File: config.mk
export PLATFORM = sky130hd
export DESIGN_NAME = sub_chain_16bit
export DESIGN_NICKNAME = d
export VERILOG_FILES = /design/src/rtl/sub_chain_16bit.sv
export SDC_FILE = /design/constraint.sdc
export NUM_CORES = 1
export LEC_CHECK = 0
export CORE_MARGIN = 4
export CORE_UTILIZATION = 23
export CTS_CLUSTER_SIZE = 12
export DETAILED_ROUTE_END_ITERATION = 8
export GPL_ROUTABILITY_DRIVEN = 0
export PLACE_DENSITY = 0.41
export SETUP_SLACK_MARGIN = 0.1
export SYNTH_ARGS = -nofsm -noshare
export SYNTH_HDL_FRONTEND = slang
export SYNTH_SLANG_ARGS = --single-unit
File: constraint.sdc
create_clock -name clk -period 4.8 [get_ports clk]
set_clock_uncertainty 0.15 [all_clocks]
set_input_delay 0.48 -clock clk [delete_from_list [all_inputs] [get_ports clk]]
set_output_delay 0.48 -clock clk [all_outputs]
set_load 0.03 [all_outputs]
File: src/rtl/sub_chain_16bit.sv
// Registered multi-precision subtractor: streams limb pairs LS-first over valid/ready
// and produces A - B - bin one limb per cycle, carrying the borrow between limbs.

// state | meaning
// IDLE  | waiting for the first limb of an operation
// BUSY  | mid-operation, borrow register holds the previous limb's borrow-out
module sub_chain_16bit #(
    parameter int WIDTH = 16
) (
    input  logic             clk,
    input  logic             rst,
    input  logic             in_valid,
    output logic             in_ready,
    input  logic             in_first,
    input  logic             in_last,
    input  logic [WIDTH-1:0] a,
    input  logic [WIDTH-1:0] b,
    input  logic             bin,
    output logic             out_valid,
    input  logic             out_ready,
    output logic [WIDTH-1:0] diff,
    output logic             bout,
    output logic             out_last,
    output logic             overflow,
    output logic             zero,
    output logic             proto_err
);

    typedef enum logic {
        IDLE,
        BUSY
    } state_t;

    state_t         state;
    logic           borrow_q;
    logic           zacc_q;

    logic           accept;
    logic           start;
    logic           borrow_in;
    logic           frame_err;
    logic           diff_is_zero;
    logic           zacc_next;
    logic           ovf_next;
    logic [WIDTH:0] sub_full;

    assign in_ready = !out_valid || out_ready;
    assign accept   = in_valid && in_ready;

    // A stray non-first limb in IDLE is treated as the start of a new operation.
    assign start     = in_first || (state == IDLE);
    assign borrow_in = start ? bin : borrow_q;
    assign sub_full  = {1'b0, a} - {1'b0, b} - {{WIDTH{1'b0}}, borrow_in};

    assign frame_err    = (state == IDLE) ? !in_first : in_first;
    assign diff_is_zero = (sub_full[WIDTH-1:0] == '0);
    assign zacc_next    = start ? diff_is_zero : (zacc_q && diff_is_zero);
    assign ovf_next     = (a[WIDTH-1] != b[WIDTH-1]) && (sub_full[WIDTH-1] != a[WIDTH-1]);

    always_ff @(posedge clk or posedge rst) begin
        if (rst) begin
            state     <= IDLE;
            borrow_q  <= 1'b0;
            zacc_q    <= 1'b0;
            out_valid <= 1'b0;
            diff      <= '0;
            bout      <= 1'b0;
            out_last  <= 1'b0;
            overflow  <= 1'b0;
            zero      <= 1'b0;
            proto_err <= 1'b0;
        end else begin
            proto_err <= 1'b0;
            if (accept) begin
                state     <= in_last ? IDLE : BUSY;
                borrow_q  <= sub_full[WIDTH];
                zacc_q    <= zacc_next;
                out_valid <= 1'b1;
                diff      <= sub_full[WIDTH-1:0];
                bout      <= sub_full[WIDTH];
                out_last  <= in_last;
                overflow  <= in_last && ovf_next;
                zero      <= in_last && zacc_next;
                proto_err <= frame_err;
            end else if (out_ready) begin
                out_valid <= 1'b0;
            end
        end
    end

endmodule

==> impl_metrics.csv <==
group,metric,value,unit
setup_path,cp_data_arrival_time,3.70,ns
timing,max_freq,274,MHz
timing,tns,0,ns
synthesis,yosysMostFrequentCell,"inv_1",
grt,grt_pass1_wl,9840,um
final_layout,num_antenna_cells,0,
synthesis,netlist.area_leader.share,25.9,%
final_layout,drive_gt1_share,4.12,%
setup_path,cp_slowest_cell,"fa_1",
clock_network,clk_pin_slew,0.08,ns
synthesis,synthAdderAreaFrac,18.4,%
clock_network,ctsHoldBuffers,0,
synthesis,synthDistinctLibCells,56,
clock_network,clock-root-buffer,"clkbuf_8",
clock_network,clk_latency,0.27,ns
synthesis,synth_warnings,0,
place,port_buffers,61,
synthesis,synth_top_family_by_area,"compound AO/OA/AOI/OAI gates",
routing,drt_iter0_markers,70,
routing,wl_per_cell,12.7,um
power,max-vdd-ir-drop,0.101,mV
synthesis,postSynthAreaPerCell,8.20,um2
flow_run,max_cap_violations,0,
synthesis,synthArstFlopShare,100,%
timing,fin_crit_sh,76.0,%
synthesis,synth_top_area_cell,"dfrtp_1",
setup_path,path_buf_inv,3,
routing,firstDrtPassIters,4,
power,p_leak,1.41,nW
routing,drt-total-wl,6030,um
setup_path,crit_path_cell_trace,"clkdlybuf4s50_1, inv_1, ha_1, mux2_2, fa_1, inv_1, ha_1, o21ai_2, a2111oi_2, nor4_1, o31ai_1, nor4_1, nand4_1, o21ai_1",
synthesis,syn_nets,355,
hold_path,hold_class,"flop to flop",
synthesis,synth_area,0.00232,mm2
floorplanning,die_w,108,um
clock_network,clockBufferDepth,2,
floorplanning,rows,36,
final_layout,final_util,31.5,%
grt,grt_max_degree,33,
final_layout,areaGrowthSynthToFinish,33.3,%
floorplanning,coreArea,0.00982,mm2
routing,drtAntennaViolNets,0,
timing,rsz0062_at_grt,"false",
setup_path,max_stage_delay,0.51,ns
setup_path,cp_max_fo,4,
floorplanning,die_h,108,um
grt,grt_overflow_total,0,
floorplanning,start_util,23.6,%
synthesis,synthSimpleGateAreaFrac,17.8,%
synthesis,synth-xor-area-share,3.78,%
setup_path,crit_path_start_kind,"input pin",
setup_path,crit_family,"adder cells",
clock_network,cts_buffers,3,
floorplanning,ios,62,
clock_network,post_cts_resized,0,
timing,finalMaxSlewViolations,0,
setup_path,required,4.85,ns
setup_path,cp-end-kind,"flop",
synthesis,netlist_top_cells_count,"inv_1, nand2_1, ha_1",
synthesis,synth_compound_area_share,22.0,%
grt,grt_pass1_vias,2017,
timing,hold_viol,0,
synthesis,synth_flop_cell,"dfrtp_1",
grt,track_usage,10.4,%
final_layout,final_nets,414,
floorplanning,dieArea,0.0118,mm2
routing,vias_per_cell,4.51,
synthesis,synth_edf_count,0,
synthesis,synthCells,283,
timing,relSlewSlack,38.1,%
routing,drc,0,
clock_network,htreeDepth,1,
outcome,status,"completed",
routing,via_count,2131,
setup_path,worst-setup-path-type,"input pin to flop",
grt,antenna_found_initial,0,
clock_network,cts_tree,"done",
power,power_density,302,mW/mm2
timing,hold_ws,0.327,ns
synthesis,synth.area.mux_share,1.40,%
place,dp_hpwl,5080,um
timing,tightest_slew,0.926,ns
clock_network,post-cts-setup-buffers,0,
synthesis,yosysSeqAreaShare,25.9,%
clock_network,cts.sinks,24,
timing,setup_viol_count_final,0,
synthesis,synthTopCellsByArea,"dfrtp_1, ha_1, inv_1, nand2_1, o21ai_0",
timing,layout_min_cycle_time,3.65,ns
synthesis,synth_seq_cells,24,
==> cell type report <==
type                            count  area [um2]
Clock buffer                        3        41.3
Fill cell                        1109        6730
Inverter                           54         203
Multi-Input combinational cell    198        1470
Sequential cell                    24         601
Tap cell                          133         166
Timing Repair Buffer               61         611
==> cell families after synthesis <==
| group | after synthesis |
|---|---|
| flops | 24 |
| simple gates | 80 |
| fa+ha+maj | 33 |
| xor+xnor | 10 |
| compound gates | 72 |
| mux | 3 |
| buf+inv | 61 |
==> report_power, final <==
part | switching (mW) | total, mW | internal, mW
Clock | 0.0631 | 0.119 | 0.0562
Sequential | 0.0288 | 0.276 | 0.247
Combinational | 0.310 | 0.538 | 0.228
==> metal layers <==
layer	global-route usage, %	wire length (um)	vias to the layer above
met5	0	0	-
met4	2.52	63	0
met3	0.478	261	5
met2	17.1	2730	50
met1	15.0	2970	983
li1	-	-	1093
==> metrics by stage <==
step	setup slack [ns]	total power, mW	instance area [um2]	cells
2_1_floorplan	1.69	0.623	2320	283
3_3_place_gp	0.989	0.825	3050	470
3_5_place_dp	0.886	0.823	3050	470
4_1_cts	1.15	0.948	3090	473
5_1_grt	0.878	1.01	3090	473
6_report	1.15	0.933	3090	473
==> final timing paths <==
check / start / endpoint / slack, ns / cells past startpoint
worst max-delay path: in_first / zacc_q$_DFFE_PP0P_ / 1.15 / 14
worst min-delay path: diff[15]$_DFFE_PP0P_ / diff[15]$_DFFE_PP0P_ / 0.33 / 2
worst max register to register: state$_DFFE_PP0P_ / zacc_q$_DFFE_PP0P_ / 1.46 / 12
worst min register to register: diff[15]$_DFFE_PP0P_ / diff[15]$_DFFE_PP0P_ / 0.33 / 2
max in group asynchronous: rst / diff[1]$_DFFE_PP0P_ / 3.37 / 2
min in group asynchronous: rst / diff[10]$_DFFE_PP0P_ / 0.57 / 2
==> state kept, by name (all words and copies together) (netlist names) <==
register	cells
borrow_q	1
diff	16
out_last	1
out_valid	1
overflow	1
proto_err	1
state	1
zacc_q	1
zero	1
==> cell usage in the layout, fill, tap and decap left out, types with 3 or more instances in the layout <==
cell,n
a21boi_0,3
a21oi_1,14
a31oi_1,4
and2_1,3
and3_1,3
clkbuf_8,3
clkdlybuf4s50_1,61
dfrtp_1,24
ha_1,31
inv_1,54
nand2_1,32
nand2b_1,3
nand3_1,4
nand4_1,3
nor2_1,10
nor2b_1,3
nor3_1,6
nor4_1,4
o211ai_1,4
o21a_1,5
o21ai_0,15
o21ai_1,3
o31ai_1,4
xnor2_1,5
xor2_1,5
==> worst min-delay path: stages, from the launching register on <==
cell     delay, ns
dfrtp_1       0.35
nand2_1       0.05
nand2_1       0.05
Note: power is estimated with default switching activity, not from simulation.
